===== config.mk =====
export PLATFORM = sky130hd
export DESIGN_NAME = period_meter
export DESIGN_NICKNAME = d
export VERILOG_FILES = /design/src/rtl/period_meter.sv
export SDC_FILE = /design/constraint.sdc
export NUM_CORES = 1
export LEC_CHECK = 0
export CAP_MARGIN = 40
export CORE_ASPECT_RATIO = 2
export CORE_MARGIN = 1.5
export CORE_UTILIZATION = 53
export CTS_BUF_LIST = sky130_fd_sc_hd__clkbuf_8
export CTS_CLUSTER_SIZE = 16
export DETAILED_ROUTE_END_ITERATION = 8
export PLACE_DENSITY = 0.86
export RECOVER_POWER = 50
export SYNTH_ARGS = -nofsm -noshare
export SYNTH_HDL_FRONTEND = slang
export SYNTH_SLANG_ARGS = --single-unit

===== constraint.sdc =====
create_clock -name clk_in -period 2.83 [get_ports clk_in]
set_clock_uncertainty 0.15 [all_clocks]
set_input_delay 0.7075 -clock clk_in [delete_from_list [all_inputs] [get_ports clk_in]]
set_output_delay 0.7075 -clock clk_in [all_outputs]
set_load 0.01 [all_outputs]

===== src/rtl/period_meter.sv =====
// period_meter: measures period and high time of a slow, asynchronous square
// wave in clk_in cycles, with a sticky timeout when rising edges stop arriving.
module period_meter #(
    parameter int CNT_W       = 32,
    parameter int TIMEOUT_CYC = 50000000,
    parameter int SYNC_STAGES = 2
) (
    input  logic             clk_in,
    input  logic             rst_n,
    input  logic             sig_in,
    input  logic             meas_en,
    output logic [CNT_W-1:0] period,
    output logic [CNT_W-1:0] high_time,
    output logic             period_valid,
    output logic             timeout,
    output logic             busy
);

    typedef enum logic [1:0] {
        IDLE    = 2'd0,
        ARM     = 2'd1,
        MEASURE = 2'd2
    } state_t;

    localparam logic [CNT_W-1:0] TO_LIM  = CNT_W'(TIMEOUT_CYC);
    localparam logic [CNT_W-1:0] CNT_MAX = '1;

    state_t                 state_q, state_d;
    logic [SYNC_STAGES-1:0] sync_q, sync_d;
    logic                   hist_q, hist_d;
    logic [CNT_W-1:0]       cnt_q, cnt_d;
    logic [CNT_W-1:0]       hcnt_q, hcnt_d;
    logic                   fall_seen_q, fall_seen_d;
    logic [CNT_W-1:0]       period_q, period_d;
    logic [CNT_W-1:0]       high_q, high_d;
    logic                   valid_q, valid_d;
    logic                   timeout_q, timeout_d;
    logic                   busy_q, busy_d;

    logic             sync_bit;
    logic             rise;
    logic             fall;
    logic [CNT_W-1:0] cnt_inc;
    logic [CNT_W-1:0] hcnt_inc;

    // Synchronizer shift, edge detection and saturating increments.
    always_comb begin
        sync_d   = {sync_q[SYNC_STAGES-2:0], sig_in};
        sync_bit = sync_q[SYNC_STAGES-1];
        hist_d   = sync_bit;
        rise     = sync_bit & ~hist_q;
        fall     = ~sync_bit & hist_q;
        cnt_inc  = (cnt_q == CNT_MAX) ? cnt_q : cnt_q + 1'b1;
        hcnt_inc = (hcnt_q == CNT_MAX) ? hcnt_q : hcnt_q + 1'b1;
    end

    // Next-state and datapath: an edge on the timeout cycle still counts as a
    // measurement; meas_en low overrides everything and returns to IDLE.
    always_comb begin
        state_d     = state_q;
        cnt_d       = cnt_q;
        hcnt_d      = hcnt_q;
        fall_seen_d = fall_seen_q;
        period_d    = period_q;
        high_d      = high_q;
        valid_d     = 1'b0;
        timeout_d   = timeout_q;

        case (state_q)
            IDLE: begin
                cnt_d       = '0;
                hcnt_d      = '0;
                fall_seen_d = 1'b0;
                if (meas_en) state_d = ARM;
            end
            ARM: begin
                if (rise) begin
                    cnt_d       = CNT_W'(1);
                    hcnt_d      = CNT_W'(1);
                    fall_seen_d = 1'b0;
                    state_d     = MEASURE;
                end else if (cnt_q >= TO_LIM) begin
                    // Re-arm the timeout window; flag stays set.
                    timeout_d = 1'b1;
                    cnt_d     = '0;
                end else begin
                    cnt_d = cnt_inc;
                end
            end
            MEASURE: begin
                if (rise) begin
                    period_d    = cnt_q;
                    high_d      = hcnt_q;
                    valid_d     = 1'b1;
                    timeout_d   = 1'b0;
                    cnt_d       = CNT_W'(1);
                    hcnt_d      = CNT_W'(1);
                    fall_seen_d = 1'b0;
                end else if (cnt_q >= TO_LIM) begin
                    timeout_d   = 1'b1;
                    state_d     = ARM;
                    cnt_d       = '0;
                    hcnt_d      = '0;
                    fall_seen_d = 1'b0;
                end else begin
                    cnt_d = cnt_inc;
                    if (fall) fall_seen_d = 1'b1;
                    if (sync_bit && !fall_seen_q) hcnt_d = hcnt_inc;
                end
            end
            default: begin
                state_d = IDLE;
            end
        endcase

        if (!meas_en) begin
            state_d     = IDLE;
            cnt_d       = '0;
            hcnt_d      = '0;
            fall_seen_d = 1'b0;
            valid_d     = 1'b0;
            period_d    = period_q;
            high_d      = high_q;
            timeout_d   = timeout_q;
        end

        busy_d = (state_d != IDLE);
    end

    // State and datapath registers with asynchronous reset.
    always_ff @(posedge clk_in or negedge rst_n) begin
        if (!rst_n) begin
            state_q     <= IDLE;
            sync_q      <= '0;
            hist_q      <= 1'b0;
            cnt_q       <= '0;
            hcnt_q      <= '0;
            fall_seen_q <= 1'b0;
            period_q    <= '0;
            high_q      <= '0;
            valid_q     <= 1'b0;
            timeout_q   <= 1'b0;
            busy_q      <= 1'b0;
        end else begin
            state_q     <= state_d;
            sync_q      <= sync_d;
            hist_q      <= hist_d;
            cnt_q       <= cnt_d;
            hcnt_q      <= hcnt_d;
            fall_seen_q <= fall_seen_d;
            period_q    <= period_d;
            high_q      <= high_d;
            valid_q     <= valid_d;
            timeout_q   <= timeout_d;
            busy_q      <= busy_d;
        end
    end

    assign period       = period_q;
    assign high_time    = high_q;
    assign period_valid = valid_q;
    assign timeout      = timeout_q;
    assign busy         = busy_q;

endmodule


==> impl_metrics.env <==
export IMPL_synth_edf_count=0
export IMPL_drtIter0Drc=348
export IMPL_critical_path_required_ns=3.05
export IMPL_maxSlewHeadroom_pct=-4.027
export IMPL_drtAntennaViolNets=0
export IMPL_grt_first_pass_wirelength_um=27990
export IMPL_coreArea_mm2=0.01205
export IMPL_finalCriticalPeriod_ns=2.815
export IMPL_seqCellArea_mm2=0.003428
export IMPL_cts_root_buf="clkbuf_8"
export IMPL_ys_warn_count=0
export IMPL_combPwrFrac_pct=4.1
export IMPL_vias_per_cell=6.238
export IMPL_grt_max_degree=62
export IMPL_synthesis_nets=607
export IMPL_irDropWorstVdd_uv=449.7
export IMPL_power_leakage_uw=0.003761
export IMPL_n_fill_cell=888
export IMPL_tightest_slew_ns=1.560
export IMPL_via_count=5327
export IMPL_htreeDepth=4
export IMPL_hold_depth=0
export IMPL_clock_fmax_mhz=355.3
export IMPL_hpwl_um=11810
export IMPL_fin_nets=705
export IMPL_synth_cell_types=57
export IMPL_insertion_delay_ns=0.45
export IMPL_die_height_um=159.3
export IMPL_p_clk_share_pct=43.3
export IMPL_ctsHoldBuffers=0
export IMPL_synth_area_leader_cell="dfrtp_1"
export IMPL_portBuffers=70
export IMPL_drc=0
export IMPL_path_clk_slew_ns=0.08
export IMPL_startpoint_type="register"
export IMPL_synthCells=596
export IMPL_die_area_mm2=0.01293
export IMPL_ys_seq_area_share_pct=52.96
export IMPL_final_util_pct=66.69
export IMPL_dieWidth_um=81.15
export IMPL_rsz0062_at_grt="yes"
export IMPL_max_cap_violations=1
export IMPL_crit_type="reg2reg"
export IMPL_dp_slack_ns=-0.2207
export IMPL_synth_ff_type="dfrtp_1"
export IMPL_violations="capacitance limit, slew limit"
export IMPL_drive_gt1_share_pct=22.49
export IMPL_hold_viol=0
export IMPL_n_antenna_cell=0
export IMPL_synthTopCellsByArea="dfrtp_1, mux2_2, o31ai_1"
export IMPL_area_growth_pct=24.16
export IMPL_placed_area_mm2=0.007634
export IMPL_p_switching_uw=945.4
export IMPL_fin_ws_ns=0.01520
export IMPL_grt_remaining_overflow=0
export IMPL_io_pins=71
export IMPL_power_density_mw_per_mm2=466.4
export IMPL_rows=57
export IMPL_place_congestion=0.9367
export IMPL_start_util_pct=53.71
export IMPL_rr_worst_depth=6
export IMPL_slowest_stage="or4_4"
export IMPL_min_delay_path_class="reg2reg"
export IMPL_cp_cell_sequence="or4_4, a311oi_4, o2111ai_4, or4b_4, or4_1, o21ai_1"
export IMPL_wire_per_inst_um=19.60
export IMPL_layout_commonest_cell="dfrtp_1"
export IMPL_syn_avg_cell_area_um2=10.86
export IMPL_cp_slowest_stage_delay_ns=0.57
export IMPL_worst_ep_arrival_time_ns=3.04
export IMPL_status="complete, but fails checks"
export IMPL_grt_usage_pct=28.35
export IMPL_setup_viol=0
export IMPL_cts_sinks=137
export IMPL_internal_power_uw=2803
export IMPL_multi_input_area_mm2=0.002950
export IMPL_reg2reg_slack_ns=0.02
export IMPL_period_share_pct=99.46
export IMPL_path_max_fanout=5
export IMPL_final_cell_mix="dfrtp_1, clkdlybuf4s50_1, mux2_2, nor2_1"
export IMPL_grt_pass1_vias=5593
export IMPL_cts_tree="yes"
export IMPL_drt_wl_total_um=16740
export IMPL_swShare_pct=25.22
export IMPL_async_reset_ff_share_pct=100.0
export IMPL_yosys_register_bits=137
export IMPL_syn_area_mm2=0.006474
export IMPL_endpoint_kind="register"
export IMPL_sequentialPowerShare_pct=52.6
export IMPL_clock_path_buffers=2
export IMPL_cts_buffers=17
export IMPL_slew_violations=62
export IMPL_final_area_mm2=0.008038
export IMPL_antenna_found_initial=0
export IMPL_synth_top_cell_area_share_pct=52.96
export IMPL_dr_pass1_iters=5
-- sequential cells by signal (all words and copies together), names as in the netlist --
register	count
fall_seen_q	1
sync_q	2
period	32
hist_q	1
busy	1
state_q	2
cnt_q	32
timeout	1
hcnt_q	32
period_valid	1
high_time	32
-- cells in the mapped netlist (5+ instances only) --
| cell | count |
|---|---|
| nand3_1 | 24 |
| nand2_1 | 37 |
| xor2_1 | 6 |
| or4_1 | 7 |
| nor2_1 | 51 |
| nor2b_1 | 6 |
| and2_1 | 8 |
| o41ai_1 | 7 |
| nand4_1 | 15 |
| nor3_1 | 11 |
| and4_1 | 5 |
| a21oi_1 | 13 |
| mux2_2 | 58 |
| dfrtp_1 | 137 |
| ha_1 | 7 |
| nor4_1 | 6 |
| and3_1 | 15 |
| a31oi_1 | 17 |
| o31ai_1 | 42 |
| o21ai_0 | 18 |
| inv_1 | 15 |
| clkbuf_1 | 32 |
| xnor2_1 | 9 |
-- power groups by stage --
stage	Combinational, uW	Sequential [uW]	Clock [uW]
after global routing	170	1970	1750
after CTS	160	1970	1650
final	153	1970	1620
after floorplan	72.9	2010	0
after global placement	153	2010	0
after detailed placement	159	2010	0
-- logic make-up (layout without fill, tap and decap cells) --
| kind of cell | Yosys count | count (layout) | synth area share (%) |
|---|---|---|---|
| compound gates | 127 | 127 | 14.44 |
| xor+xnor | 15 | 15 | 2.029 |
| fa+ha+maj | 7 | 7 | 1.353 |
| buf+inv | 51 | 162 | 2.996 |
| flops | 137 | 137 | 52.96 |
| mux | 60 | 60 | 10.40 |
| simple gates | 199 | 199 | 15.83 |
-- timing repair --
item | in CTS | in global routing
buffers inserted | 0 | 0
setup endpoints to repair | 5 | 30
gates resized for setup | 3 | 10
-- layer usage --
metal	share of wire, %	track usage (%)
met1	35	29.93
met2	56	49.62
met3	3.6	5.960
met4	5.9	17.08
met5	0	0
-- critical path: cells and delay by family (launching register included) --
family	cells	cell delay, ns
compound gates	3	0.60
flops	1	0.39
simple gates	3	1.60
-- cell type report --
type | count | share of cell area, %
clock buffers | 17 | 2.911
clock inverters | 15 | 2.070
inverters | 15 | 0.7005
multi-input cells | 408 | 36.71
flip-flops and latches | 137 | 42.65
well taps | 147 | 2.288
repair buffers | 115 | 12.67
-- through the flow --
stage	cells	hold slack [ns]	TNS, ns	total power [uW]
final	854	0.2134	0	3749
after floorplan	596	0.1812	0	2084
after detailed placement	822	0.1990	-2.431	2171
after CTS	854	0.09944	0	3781
after global routing	854	0.2264	-0.1418	3890
after global placement	822	0.1971	-1.121	2164
-- final timing paths --
check                                       from                     end
setup / recovery           cnt_q[31]$_DFFE_PN0P_  hcnt_q[25]$_DFFE_PN0P_
hold / removal               sync_q[0]$_DFF_PN0_     sync_q[1]$_DFF_PN0_
setup reg to reg           cnt_q[31]$_DFFE_PN0P_  hcnt_q[25]$_DFFE_PN0P_
hold reg to reg              sync_q[0]$_DFF_PN0_     sync_q[1]$_DFF_PN0_
max in group asynchronous                  rst_n  period[29]$_DFFE_PN0P_
min in group asynchronous                  rst_n   period[7]$_DFFE_PN0P_
No activity file was read; power rests on OpenSTA's default activity.
